--- config.mk ---
export PLATFORM = sky130hd
export DESIGN_NAME = branch_resolve_fifo
export DESIGN_NICKNAME = d
export VERILOG_FILES = /design/src/rtl/branch_pkg.sv /design/src/rtl/branch_fifo_ram.sv /design/src/rtl/branch_resolve_fifo.sv
export SDC_FILE = /design/constraint.sdc
export NUM_CORES = 1
export LEC_CHECK = 0
export CAP_MARGIN = 20
export CELL_PAD_IN_SITES_DETAIL_PLACEMENT = 1
export CELL_PAD_IN_SITES_GLOBAL_PLACEMENT = 2
export CORE_ASPECT_RATIO = 0.75
export CORE_MARGIN = 2
export CORE_UTILIZATION = 40
export CTS_BUF_LIST = sky130_fd_sc_hd__clkbuf_16
export DETAILED_ROUTE_END_ITERATION = 10
export GPL_ROUTABILITY_DRIVEN = 0
export PLACE_DENSITY = 0.75
export SYNTH_ARGS = -nofsm -noshare
export SYNTH_HDL_FRONTEND = slang
export SYNTH_HIERARCHICAL = 1
export SYNTH_SLANG_ARGS = --single-unit
--- constraint.sdc ---
create_clock -name clock -period 3.25 [get_ports clock]
set_clock_uncertainty 0.15 [all_clocks]
set_input_delay 0.65 -clock clock [delete_from_list [all_inputs] [get_ports clock]]
set_output_delay 0.65 -clock clock [all_outputs]
set_load 0.05 [all_outputs]
--- src/rtl/branch_pkg.sv ---
// Shared definitions for the branch resolve FIFO slice.
// Holds the default address width, the queue entry layout, the resolve
// handshake state encoding and the statistics counter width/helper.
package branch_pkg;

   localparam int unsigned BR_ADDR_W = 11;
   localparam int unsigned BR_STAT_W = 16;

   // One predicted branch awaiting resolution
   typedef struct packed {
      logic [BR_ADDR_W-1:0] addr;
      logic                 pred;
   } br_entry_t;

   // Resolve/update handshake towards the BHT
   typedef enum logic [1:0] {
      BR_IDLE   = 2'd0,
      BR_SETUP  = 2'd1,
      BR_STROBE = 2'd2
   } br_state_e;

   // Saturating increment for the statistics counters
   function automatic logic [BR_STAT_W-1:0] br_sat_inc(input logic [BR_STAT_W-1:0] v);
      return (v == '1) ? v : v + BR_STAT_W'(1);
   endfunction

endpackage

--- src/rtl/branch_fifo_ram.sv ---
// Entry storage for the branch resolve FIFO.
// Ports: clock; we/waddr/wdata single synchronous write port;
//        raddr/rdata asynchronous read port (driven with the head pointer).
module branch_fifo_ram #(
   parameter int unsigned DEPTH = 8,
   parameter int unsigned WIDTH = 12
) (
   input  logic                     clock,
   input  logic                     we,
   input  logic [$clog2(DEPTH)-1:0] waddr,
   input  logic [WIDTH-1:0]         wdata,
   input  logic [$clog2(DEPTH)-1:0] raddr,
   output logic [WIDTH-1:0]         rdata
);

   logic [WIDTH-1:0] mem [DEPTH];

   // Storage needs no reset: an entry is only read after it was written
   always_ff @(posedge clock) begin
      if (we) begin
         mem[waddr] <= wdata;
      end
   end

   assign rdata = mem[raddr];

endmodule

--- src/rtl/branch_resolve_fifo.sv ---
// In-order buffer of predicted branches awaiting resolution, feeding the
// BHT update port with a registered address/result and a strobe that rises
// one full cycle after the address/result settle.
// Ports:
//   clock, reset (async, active-high)
//   push/push_addr/push_pred           : record a predicted branch
//   full/empty/count                   : occupancy
//   resolve_valid/resolve_taken        : in-order outcome of the head branch
//   resolve_ready                      : resolution can be accepted
//   fifo_branch_addr/branch_result     : BHT update address / outcome
//   update_strobe                      : BHT update clock, one cycle wide
//   mispredict                         : one-cycle pulse during SETUP
//   overflow/underflow                 : sticky error flags
// Optional build macro BRANCH_RESOLVE_STATS_EN adds stat_resolved and
// stat_mispredicted saturating counters.
module branch_resolve_fifo
   import branch_pkg::*;
#(
   parameter int unsigned DEPTH  = 8,
   parameter int unsigned ADDR_W = BR_ADDR_W
) (
   input  logic                       clock,
   input  logic                       reset,
   input  logic                       push,
   input  logic [ADDR_W-1:0]          push_addr,
   input  logic                       push_pred,
   output logic                       full,
   output logic                       empty,
   output logic [$clog2(DEPTH):0]     count,
   input  logic                       resolve_valid,
   input  logic                       resolve_taken,
   output logic                       resolve_ready,
   output logic [ADDR_W-1:0]          fifo_branch_addr,
   output logic                       branch_result,
   output logic                       update_strobe,
   output logic                       mispredict,
   output logic                       overflow,
   output logic                       underflow
`ifdef BRANCH_RESOLVE_STATS_EN
   ,
   output logic [BR_STAT_W-1:0]       stat_resolved,
   output logic [BR_STAT_W-1:0]       stat_mispredicted
`endif
);

   localparam int unsigned PTR_W = $clog2(DEPTH);
   localparam int unsigned CNT_W = PTR_W + 1;

   typedef struct packed {
      logic [ADDR_W-1:0] addr;
      logic              pred;
   } entry_t;

   logic [PTR_W-1:0] head_q;
   logic [PTR_W-1:0] tail_q;
   logic [CNT_W-1:0] count_nx;
   entry_t           head_entry;
   entry_t           push_entry;
   br_state_e        state_q;

   logic accept_c;
   logic pop_c;
   logic mispred_c;
   logic push_ok_c;

   // Accept/pop/flush decisions for this edge
   always_comb begin
      accept_c  = resolve_valid & resolve_ready;
      pop_c     = accept_c & ~empty;
      mispred_c = pop_c & (head_entry.pred ^ resolve_taken);
      // A full queue still takes a push when the head leaves the same edge;
      // a flushing resolve discards the push outright
      push_ok_c = push & (~full | pop_c) & ~mispred_c;
   end

   always_comb begin
      push_entry.addr = push_addr;
      push_entry.pred = push_pred;
   end

   branch_fifo_ram #(
      .DEPTH (DEPTH),
      .WIDTH (ADDR_W + 1)
   ) u_ram (
      .clock (clock),
      .we    (push_ok_c),
      .waddr (tail_q),
      .wdata (push_entry),
      .raddr (head_q),
      .rdata (head_entry)
   );

   // Next occupancy
   always_comb begin
      count_nx = count;
      if (mispred_c) begin
         count_nx = '0;
      end else if (push_ok_c && !pop_c) begin
         count_nx = count + CNT_W'(1);
      end else if (!push_ok_c && pop_c) begin
         count_nx = count - CNT_W'(1);
      end
   end

   // Pointers, occupancy flags and sticky errors
   always_ff @(posedge clock or posedge reset) begin
      if (reset) begin
         head_q    <= '0;
         tail_q    <= '0;
         count     <= '0;
         full      <= 1'b0;
         empty     <= 1'b1;
         overflow  <= 1'b0;
         underflow <= 1'b0;
      end else begin
         if (mispred_c) begin
            head_q <= '0;
            tail_q <= '0;
         end else begin
            if (pop_c)     head_q <= head_q + PTR_W'(1);
            if (push_ok_c) tail_q <= tail_q + PTR_W'(1);
         end
         count <= count_nx;
         full  <= (count_nx == CNT_W'(DEPTH));
         empty <= (count_nx == '0);
         if (push && full && !pop_c) overflow <= 1'b1;
         if (accept_c && empty)      underflow <= 1'b1;
      end
   end

   // BHT update handshake: SETUP holds addr/result one cycle before STROBE
   always_ff @(posedge clock or posedge reset) begin
      if (reset) begin
         state_q          <= BR_IDLE;
         resolve_ready    <= 1'b1;
         update_strobe    <= 1'b0;
         mispredict       <= 1'b0;
         fifo_branch_addr <= '0;
         branch_result    <= 1'b0;
      end else begin
         case (state_q)
            BR_IDLE: begin
               if (pop_c) begin
                  fifo_branch_addr <= head_entry.addr;
                  branch_result    <= resolve_taken;
                  mispredict       <= mispred_c;
                  resolve_ready    <= 1'b0;
                  state_q          <= BR_SETUP;
               end
            end
            BR_SETUP: begin
               mispredict    <= 1'b0;
               update_strobe <= 1'b1;
               state_q       <= BR_STROBE;
            end
            BR_STROBE: begin
               update_strobe <= 1'b0;
               resolve_ready <= 1'b1;
               state_q       <= BR_IDLE;
            end
            default: begin
               mispredict    <= 1'b0;
               update_strobe <= 1'b0;
               resolve_ready <= 1'b1;
               state_q       <= BR_IDLE;
            end
         endcase
      end
   end

`ifdef BRANCH_RESOLVE_STATS_EN
   // Resolution statistics, saturating
   always_ff @(posedge clock or posedge reset) begin
      if (reset) begin
         stat_resolved     <= '0;
         stat_mispredicted <= '0;
      end else if (pop_c) begin
         stat_resolved <= br_sat_inc(stat_resolved);
         if (mispred_c) begin
            stat_mispredicted <= br_sat_inc(stat_mispredicted);
         end
      end
   end
`endif

endmodule

Word-level counts from Yosys, hierarchy flattened
Memory sizes are Yosys's and may differ from the RTL's.
Cells that the tools add are included.
{"block": "word_totals", "ff_bits": 31, "ramBits": 96, "input_bits": 17, "out_inout_bits": 23, "wordCells": 64, "mem_count": 1}
{"name": "u_ram.mem", "words": 8, "word_bits": 12, "read_ports": 1, "rd_clocked_by_memory_dff": 0, "wr": 1, "line": "branch_fifo_ram.sv:16", "source": "logic [WIDTH-1:0] mem [DEPTH];"}
{"block": "op_classes", "addsub": 4, "eq_ne": 4, "muxes": 16, "n_bitwise": 12, "reduce_logical": 14}
{"op": "3-bit two-way mux", "count": 4}
{"op": "4-bit two-way mux", "count": 3}
{"op": "3-bit by 1-bit adder with 3-bit output, second input constant", "count": 2}
{"op": "1-bit one-hot mux with 2 select lines", "count": 3}
{"op": "2-bit AND reduction", "count": 3}
{"op": "1-bit bitwise AND", "count": 5}
{"op": "1-bit logical AND", "count": 5}
{"op": "1-bit NOT", "count": 5}
{"op": "4-bit by 1-bit adder with 4-bit output, second input constant", "count": 1}
{"op": "4-bit == test, second input constant", "count": 1}
{"op": "4-bit logical NOT", "count": 1}
{"op": "1-bit two-way mux", "count": 4}
{"op": "2-bit one-hot mux with 2 select lines", "count": 1}
{"op": "2-bit nonzero test", "count": 2}
{"op": "4-bit by 1-bit subtractor with 4-bit output, second input constant", "count": 1}
{"op": "2-bit by 1-bit == test with 1-bit output, second input constant", "count": 1}
{"op": "2-bit == test, second input constant", "count": 1}
{"op": "1-bit logical NOT", "count": 2}
{"op": "2-bit logical NOT", "count": 1}
{"op": "2-bit two-way mux", "count": 1}
{"op": "2-bit != test, second input constant", "count": 1}
{"op": "1-bit bitwise OR", "count": 1}
{"op": "1-bit bitwise XOR", "count": 1}

Logic depth before layout (Yosys ltp)
Gate-level depths: netlist of the first run.
{"block": "logic_depth", "depth_word": 11, "ltp_mapped": 9}

Hierarchy
The synthesis of the first run kept the hierarchy.
{"mod": "branch_fifo_ram", "instances": 1, "cells_each": 152, "area_per_inst_um2": 3747.3, "seq_area_each_um2": 2882.8}
{"mod": "branch_resolve_fifo", "instances": 1, "cells_each": 121, "area_per_inst_um2": 1432.6, "seq_area_each_um2": 778.2}

Worst setup path after synthesis of the first run
Ideal clock, no wire load.
{"block": "synth_timing", "kind": "flip-flop to flip-flop", "start": "register head_q[0]", "end": "memory u_ram.mem[0][0], enable pin", "setup_ns": 0.396, "arrival_ns": 2.943, "required_time_ns": 2.704, "path_slack_ns": -0.239, "path_stages_with_launch": 10, "period_less_slack_ns": 3.489, "cell_sequence": "dfrtp_1 buf_6 buf_6 mux4_2 mux2_2 xor2_2 and2_2 nor2_1 nand2b_1 nor3_1"}
{"element": "start, declared", "line": "branch_resolve_fifo.sv:54", "source": "logic [PTR_W-1:0] head_q;"}
{"element": "start signal, assigned", "line": "branch_resolve_fifo.sv:120", "source": "if (pop_c) head_q <= head_q + PTR_W'(1);"}
{"element": "end, declared", "line": "branch_fifo_ram.sv:16"}

==> results of run 1 <==
-- final cells by class --
| type | instances | area (µm²) | share of cell area, % |
|---|---|---|---|
| well taps | 166 | 207.7 | 3.226 |
| inverters | 5 | 18.77 | 0.2915 |
| multi-input cells | 130 | 1430 | 22.21 |
| clock buffers | 17 | 425.4 | 6.607 |
| flip-flops and latches | 127 | 3661 | 56.86 |
| repair buffers | 57 | 525.5 | 8.162 |
| clock inverters | 15 | 170.2 | 2.643 |
-- logic make-up (layout without fill, tap and decap cells) --
family,after synthesis,count (layout)
flops,127,127
simple gates,56,56
mux,48,48
compound gates,19,19
buf+inv,16,94
fa+ha+maj,4,4
xor+xnor,3,3
-- Yosys cell counts, drive strengths merged (2+ instances only) --
cell / count / area [µm²]
a21oi: 2 / 10.01
a31o: 2 / 17.52
and2: 2 / 15.01
and3b: 2 / 17.52
buf: 9 / 72.57
clkbuf: 2 / 7.510
dfrtp: 29 / 725.7
dfstp: 2 / 52.55
edfxtp: 96 / 2883
ha: 4 / 50.05
inv: 5 / 18.77
mux2: 24 / 270.3
mux4: 24 / 619.3
nand2: 9 / 33.78
nand2b: 3 / 18.77
nand3b: 2 / 27.53
nor2: 17 / 63.81
nor2b: 3 / 18.77
nor3: 11 / 60.06
o21ai: 7 / 35.03
o32a: 2 / 20.02
xor2: 2 / 25.03
-- power breakdown --
part	internal (mW)	total [mW]	switching, mW	leakage [nW]
clock	1.20	1.91	0.705	0.287
sequential	2.11	2.35	0.240	1.24
combinational	0.901	2.13	1.23	0.774
-- registers in the layout, summed over array words and instances, names as in the netlist --
register	flops
full	1
count	4
underflow	1
fifo_branch_addr	11
tail_q	3
state_q	2
u_ram/mem	96
head_q	3
mispredict	1
empty	1
branch_result	1
overflow	1
resolve_ready	1
update_strobe	1
-- metal layers --
metal | track usage (%) | vias up
li1 | - | 1227
met1 | 27.39 | 1477
met2 | 28.00 | 84
met3 | 4.769 | 11
met4 | 7.452 | 0
met5 | 0 | -
-- placed cells by master, fill, tap and decap left out, types with 2 or more instances in the layout --
cell,Yosys,layout
a21oi_1,2,2
a31o_2,2,2
and2_2,2,2
and3b_1,2,2
buf_4,1,18
bufinv_16,0,3
clkbuf_16,0,17
clkdlybuf4s50_1,0,39
clkinv_2,0,4
clkinvlp_4,0,4
dfrtp_1,29,29
dfstp_2,2,2
edfxtp_1,96,96
ha_1,4,4
inv_1,5,6
inv_6,0,2
mux2_2,24,24
mux4_1,21,21
mux4_2,3,3
nand2_1,9,9
nand2b_1,3,3
nor2_1,17,17
nor2b_1,3,3
nor3_1,10,8
nor3_2,1,3
o21ai_0,5,5
o21ai_1,2,2
o32a_1,2,2
-- path summary, 6_finish.rpt --
check / depth (start not counted) / endpoint / startpoint
max reg2reg: 8 / u_ram/mem[7][9] / head_q[0]
max in group asynchronous: 3 / empty / reset
max: 8 / u_ram/mem[7][9] / head_q[0]
min in group asynchronous: 3 / fifo_branch_addr[0] / reset
min reg2reg: 1 / overflow / overflow
min: 1 / overflow / overflow
-- worst max-delay path, stage by stage (launching register included) --
cell,delay (ns)
dfrtp_1,0.44
mux4_1,0.58
mux2_2,0.29
xor2_2,0.15
and2_2,0.23
nor2_1,0.13
nand2_1,0.17
nor2_1,0.16
buf_4,0.24
==> results.toml, run 1 <==
[global_routing]
grt_max_degree = 32
antenna_found_initial = 0
grt_pass1_vias = 2923
track_usage_pct = 18.96
grt_pass1_wl_um = 18330
grt-ovfl-total = 0

[synth]
synthDistinctLibCells = 43
synthSimpleGateAreaFrac_pct = 5.942
yosysWarnings = 6
async_reset_ff_share_pct = 24.41
synth_compound_area_share_pct = 2.681
synth_area_um2 = 5180
yosysSeqAreaShare_pct = 70.68
synth-seq-cells = 127
synth_fa_ha_area_share_pct = 0.9662
synth_cells = 273
synth_xor_area_share_pct = 0.6522
synth_edf_count = 96
syn_area_per_cell_um2 = 18.97
synth_ff_type = "edfxtp_1"
synth.mux.area_fraction_pct = 17.17
synth_top_family_by_area = "multiplexers"
syn_nets = 294

[finish]
final_util_pct = 51.59
drive_gt1_share_pct = 26.50
num_antenna_cells = 0
nets = 359
stdcell_area_um2 = 6439
final_cells = 517
fillCellCount = 1171
layout-area-overhead-vs-synth_pct = 24.30

[timing]
fin_crit_ns = 2.857
worst_pin_slew_ns = 0.5073
setup_ws_ns = 0.3930
holdWs_ns = 0.3198
max_freq_mhz = 350.0
fin_crit_sh_pct = 87.91
drv_slew = 0
rsz0062_at_grt = "false"
hold_viol = 0
setup_viol = 0
slew_headroom_pct = 66.07
tns_ns = 0

[drt]
routedWlPerCell_um = 23.24
wl_met1_um = 5852
wl_met3_um = 514
drtAntennaViolNets = 0
dr.pass1.iters = 5
drt_iter0_drc = 229
wl_met2_um = 5475
routed_wl_um = 12020
viasPerCell = 5.414
via_count = 2799
dr.max_layer_used = "met4"
route.detailed.drc = 0

[clocking]
clkLatencyLatePin_ns = 0.41
clock_sinks = 127
numCtsBuffers = 17
clk_pin_slew_ns = 0.06
tritoncts = "yes"
cts_root_buf = "clkbuf_16"
postCtsSetupBuffers = 0
clockBufferDepth = 2
ctsHoldBuffers = 0
h-tree-depth = 4
ctsResizeCount = 0

[placed_design]
hpwl_um = 7746
post-place-ws_ns = 0.2306
dp_cells = 485
port_buffers = 39
postPlaceCellArea_um2 = 5843

[floorplan]
fp.dieW_um = 135.4
core_area_um2 = 12480
start_util_pct = 41.50
ios = 40
die_h_um = 102.6
die-area_um2 = 13890
rows = 35

[worst_setup_path]
crit_arrival_ns = 2.81
worst_setup_path_start_kind = "flop"
r2r_setup_slack_ns = 0.39
cp-end-kind = "flop"
crit_type = "reg2reg"
critPathRequiredTime_ns = 3.20
path_max_fanout = 12

[power_and_ir_drop]
p_leak_nw = 2.304
ir_drop_uv = 418.6
power.total_mw = 6.389
powerDensity_nw_per_um2 = 992.2

[outcome]
status = "complete, no violations"

[job]
cap_viol_max_count = 0

[min_path]
hold_class = "reg2reg"
Note: power is estimated with default switching activity, not from simulation.
==> inputs of run 2 (changes only) <==
==> constraint.sdc (replaced) <==
create_clock -name clock -period 3.25 [get_ports clock]
set_clock_uncertainty 0.15 [all_clocks]
set_input_delay 0.325 -clock clock [delete_from_list [all_inputs] [get_ports clock]]
set_output_delay 0.325 -clock clock [all_outputs]
set_load 0.05 [all_outputs]
==> run 2 against run 1 <==
  * Cell count rose by 0.77%
  * First-iteration DRC count fell by 39%
  * Wire length fell by 7.4%
  * Non-clock buffer count rose by 4
  * Critical path depth did not move
  * Clock-buffer cell count rose by 2
  * Critical path type unchanged
==> results.toml, run 2 (same netlist as run 1, synthesis figures left out) <==
[global_routing]
grt_max_degree = 32
track_usage_pct = 17.88
grt_pass1_vias = 2913
antenna_found_initial = 0
grt-ovfl-total = 0
grt_pass1_wl_um = 17430

[floorplan]
die-area_um2 = 13890
start_util_pct = 41.50
ios = 40
rows = 35
core_area_um2 = 12480
fp.dieW_um = 135.4
die_h_um = 102.6

[outcome]
status = "complete, no violations"

[clocking]
clock_sinks = 127
postCtsSetupBuffers = 0
ctsResizeCount = 0
clk_pin_slew_ns = 0.06
clkLatencyLatePin_ns = 0.41
numCtsBuffers = 17
cts_root_buf = "clkbuf_16"
clockBufferDepth = 2
ctsHoldBuffers = 0
h-tree-depth = 4
tritoncts = "yes"

[drt]
via_count = 2740
drtAntennaViolNets = 0
routed_wl_um = 11130
routedWlPerCell_um = 21.36
route.detailed.drc = 0
viasPerCell = 5.259
drt_iter0_drc = 140
dr.pass1.iters = 4

[finish]
layout-area-overhead-vs-synth_pct = 24.66
drive_gt1_share_pct = 26.76
final_cell_mix = "96 x edfxtp_1, 39 x clkdlybuf4s50_1, 29 x dfrtp_1, 24 x mux2_2, 22 x buf_4"
reg_top3 = "u_ram/mem (96), fifo_branch_addr (11), count (4)"
final_cells = 521
nets = 363
largest_reg_flops = 96
regMostFlops = "u_ram/mem"
num_antenna_cells = 0
final_common_cell = "edfxtp_1"

[placed_design]
hpwl_um = 7369
dp_cells = 489
port_buffers = 39

[worst_setup_path]
path_max_fanout = 7
worst_setup_path_start_kind = "flop"
crit_type = "reg2reg"
critPathRequiredTime_ns = 3.21
crit_arrival_ns = 2.78
cp-end-kind = "flop"

[timing]
holdWs_ns = 0.1865
rsz0062_at_grt = "false"
slew_headroom_pct = 65.72
hold_viol = 0
worst_pin_slew_ns = 0.5126
fin_crit_sh_pct = 86.70
setup_viol = 0
max_freq_mhz = 354.9
tns_ns = 0
fin_crit_ns = 2.818
drv_slew = 0

[min_path]
hold_class = "in2async"

[power_and_ir_drop]
ir_drop_uv = 493.6
p_leak_nw = 2.317
powerDensity_nw_per_um2 = 973.8

[job]
cap_viol_max_count = 0
## run 2: cell type report
| cell class | count | area (µm²) |
|---|---|---|
| fill | 1151 | 6023 |
| sequential | 127 | 3661 |
| clock buffer | 19 | 475.5 |
| tap | 166 | 207.7 |
| timing repair buffer | 61 | 555.5 |
| multi-input combinational | 130 | 1430 |
| inverter | 5 | 18.77 |
| clock inverter | 13 | 108.9 |
## run 2: layer usage
metal / global-route usage, % / vias up / routed length (µm) / part of all wire (%)
met1: 23.10 / 1464 / 5216 / 47
met2: 30.18 / 42 / 5528 / 50
met3: 5.162 / 7 / 306 / 2.7
met5: 0 / - / 0 / 0
li1: - / 1227 / - / -
met4: 4.808 / 0 / 77 / 0.69
## run 2: metrics by stage
step / worst slack (ns) / utilization, % / power (mW) / area [µm²]
after global placement: 0.5507 / 47.06 / 4.441 / 5873
after CTS: 0.3980 / 51.74 / 6.361 / 6457
after global routing: 0.2359 / 51.74 / 6.584 / 6457
final: 0.4322 / 51.74 / 6.288 / 6457
after floorplan: 0.08027 / - / 3.783 / 5190
after detailed placement: 0.4267 / 47.06 / 4.505 / 5873
## run 2: final timing paths
kind	to	startpoint	cells past startpoint	slack, ns
worst min-delay path	update_strobe	reset	3	0.19
worst max register to register	u_ram/mem[4][10]	head_q[0]	8	0.43
worst min register to register	underflow	underflow	1	0.32
min in group clock	underflow	underflow	1	0.32
max in group asynchronous	empty	reset	3	2.41
worst max-delay path	u_ram/mem[4][10]	head_q[0]	8	0.43
## run 2: worst max-delay path, cell delays in order (launching register included)
cell and delay (ns):
dfrtp_1 0.43, mux4_1 0.58, mux2_2 0.30, xor2_2 0.15, and2_2 0.23, nor2_1 0.13, nand2_1 0.14, nor3_2 0.20
buf_4 0.22
## run 2: where the power goes
part | leakage (nW) | internal [mW] | total, mW | switching [mW]
clock | 0.279 | 1.14 | 1.83 | 0.694
sequential | 1.24 | 2.11 | 2.33 | 0.222
combinational | 0.795 | 0.909 | 2.12 | 1.21
==> inputs of run 3 (changes only) <==
--- a/config.mk
+++ b/config.mk
@@ -14,7 +14,7 @@
 export CTS_BUF_LIST = sky130_fd_sc_hd__clkbuf_16
 export DETAILED_ROUTE_END_ITERATION = 10
 export GPL_ROUTABILITY_DRIVEN = 0
-export PLACE_DENSITY = 0.75
+export PLACE_DENSITY_LB_ADDON = 0.1
 export SYNTH_ARGS = -nofsm -noshare
 export SYNTH_HDL_FRONTEND = slang
 export SYNTH_HIERARCHICAL = 1
==> run 3 against run 2 <==
  * Non-clock buffer count decreased by 6
  * Sequential power hardly changed
  * Sequential share of layout area rose by 0.43 points
  * Worst setup slack got worse by 0.027 ns
  * Utilization decreased by 0.39 points
  * Die area unchanged
  * Worst hold slack improved by 0.025 ns
  * Flip-flop and latch count stayed put
  * Final area down 0.76%
  * Critical path depth is the same
  * Critical path type unchanged
  * Largest power group unchanged
==> results.toml, run 3 (same netlist as run 1, synthesis figures left out) <==
[placed_design]
port_buffers = 39
hpwl_um = 7092
dp_cells = 483

[worst_setup_path]
path_max_fanout = 12
crit_arrival_ns = 2.80
crit_type = "reg2reg"
worst_setup_path_start_kind = "flop"
critPathRequiredTime_ns = 3.20
cp-end-kind = "flop"

[clocking]
numCtsBuffers = 17
cts_root_buf = "clkbuf_16"
clk_pin_slew_ns = 0.06
ctsHoldBuffers = 0
postCtsSetupBuffers = 0
clock_sinks = 127
h-tree-depth = 4
clkLatencyLatePin_ns = 0.42
clockBufferDepth = 2
ctsResizeCount = 0
tritoncts = "yes"

[finish]
num_antenna_cells = 0
final_cell_mix = "96 x edfxtp_1, 39 x clkdlybuf4s50_1, 29 x dfrtp_1, 24 x mux2_2"
nets = 357
regMostFlops = "u_ram/mem"
reg_top3 = "u_ram/mem (96), fifo_branch_addr (11), count (4)"
final_common_cell = "edfxtp_1"
final_cells = 515
layout-area-overhead-vs-synth_pct = 23.72
drive_gt1_share_pct = 25.21
largest_reg_flops = 96

[timing]
max_freq_mhz = 351.5
slew_headroom_pct = 48.48
rsz0062_at_grt = "false"
setup_viol = 0
hold_viol = 0
fin_crit_ns = 2.845
fin_crit_sh_pct = 87.54
worst_pin_slew_ns = 0.7719
tns_ns = 0
drv_slew = 0
holdWs_ns = 0.2117

[global_routing]
grt_pass1_wl_um = 16700
grt_pass1_vias = 2834
track_usage_pct = 17.11
grt_max_degree = 23
antenna_found_initial = 0
grt-ovfl-total = 0

[job]
cap_viol_max_count = 0

[drt]
via_count = 2682
drt_iter0_drc = 136
viasPerCell = 5.208
route.detailed.drc = 0
routedWlPerCell_um = 20.71
routed_wl_um = 10670
dr.pass1.iters = 4
drtAntennaViolNets = 0

[power_and_ir_drop]
ir_drop_uv = 490.9
p_leak_nw = 2.307
powerDensity_nw_per_um2 = 973.8

[floorplan]
fp.dieW_um = 135.4
die-area_um2 = 13890
start_util_pct = 41.50
core_area_um2 = 12480
die_h_um = 102.6
rows = 35
ios = 40

[min_path]
hold_class = "in2async"

[outcome]
status = "complete, no violations"
==> run 3: changes by cell type in the layout (fill, tap and decap cells not counted) <==
cell,change
inv_6,-1
clkinv_4,-2
clkinvlp_4,-3
inv_4,+1
clkinv_2,+3
clkbuf_16,+2
clkinv_1,-1
bufinv_16,-1
inv_1,+2
buf_4,-6
==> run 3: cell type report <==
cell class / instances / area [µm²]
fillers: 1172 / 6072
flip-flops and latches: 127 / 3661
multi-input cells: 130 / 1430
clock buffers: 21 / 525.5
repair buffers: 55 / 510.5
well taps: 166 / 207.7
clock inverters: 11 / 55.05
inverters: 5 / 18.77
==> run 3: power by group <==
group	switching (mW)	internal (mW)
Clock	0.674	1.14
Sequential	0.215	2.11
Combinational	1.20	0.895
==> run 3: worst paths after layout <==
check / from / endpoint / slack (ns) / cells past startpoint
min in group clock: overflow / overflow / 0.32 / 1
hold reg to reg: overflow / overflow / 0.32 / 1
setup reg to reg: head_q[0] / u_ram/mem[6][11] / 0.40 / 8
setup / recovery: head_q[0] / u_ram/mem[6][11] / 0.40 / 8
hold / removal: reset / state_q[1] / 0.21 / 2
max in group asynchronous: reset / fifo_branch_addr[9] / 2.01 / 3
==> run 3: metal layers <==
metal  vias to the layer above  wire, µm  track usage (%)
li1                       1224         -                -
met2                        50      4838            26.16
met4                         0       199            7.692
met3                        16       332            4.179
met5                         -         0                0
met1                      1392      5295            23.65
==> run 3: metrics by stage <==
stage	utilization, %	instance area (µm²)	total power [mW]	worst slack, ns
floorplan	-	5190	3.783	0.08027
global placement	46.70	5828	4.452	0.4795
detailed placement	46.70	5828	4.479	0.4074
CTS	51.35	6409	6.312	0.3727
global route	51.35	6409	6.539	0.2900
finish	51.35	6409	6.241	0.4050
==> run 3: critical path: stages, from the launching register on <==
cell	delay [ns]
dfrtp_1	0.41
mux4_1	0.56
mux2_2	0.29
xor2_2	0.16
and2_2	0.24
nor2_1	0.16
nand2_1	0.15
nor2_1	0.15
buf_4	0.25
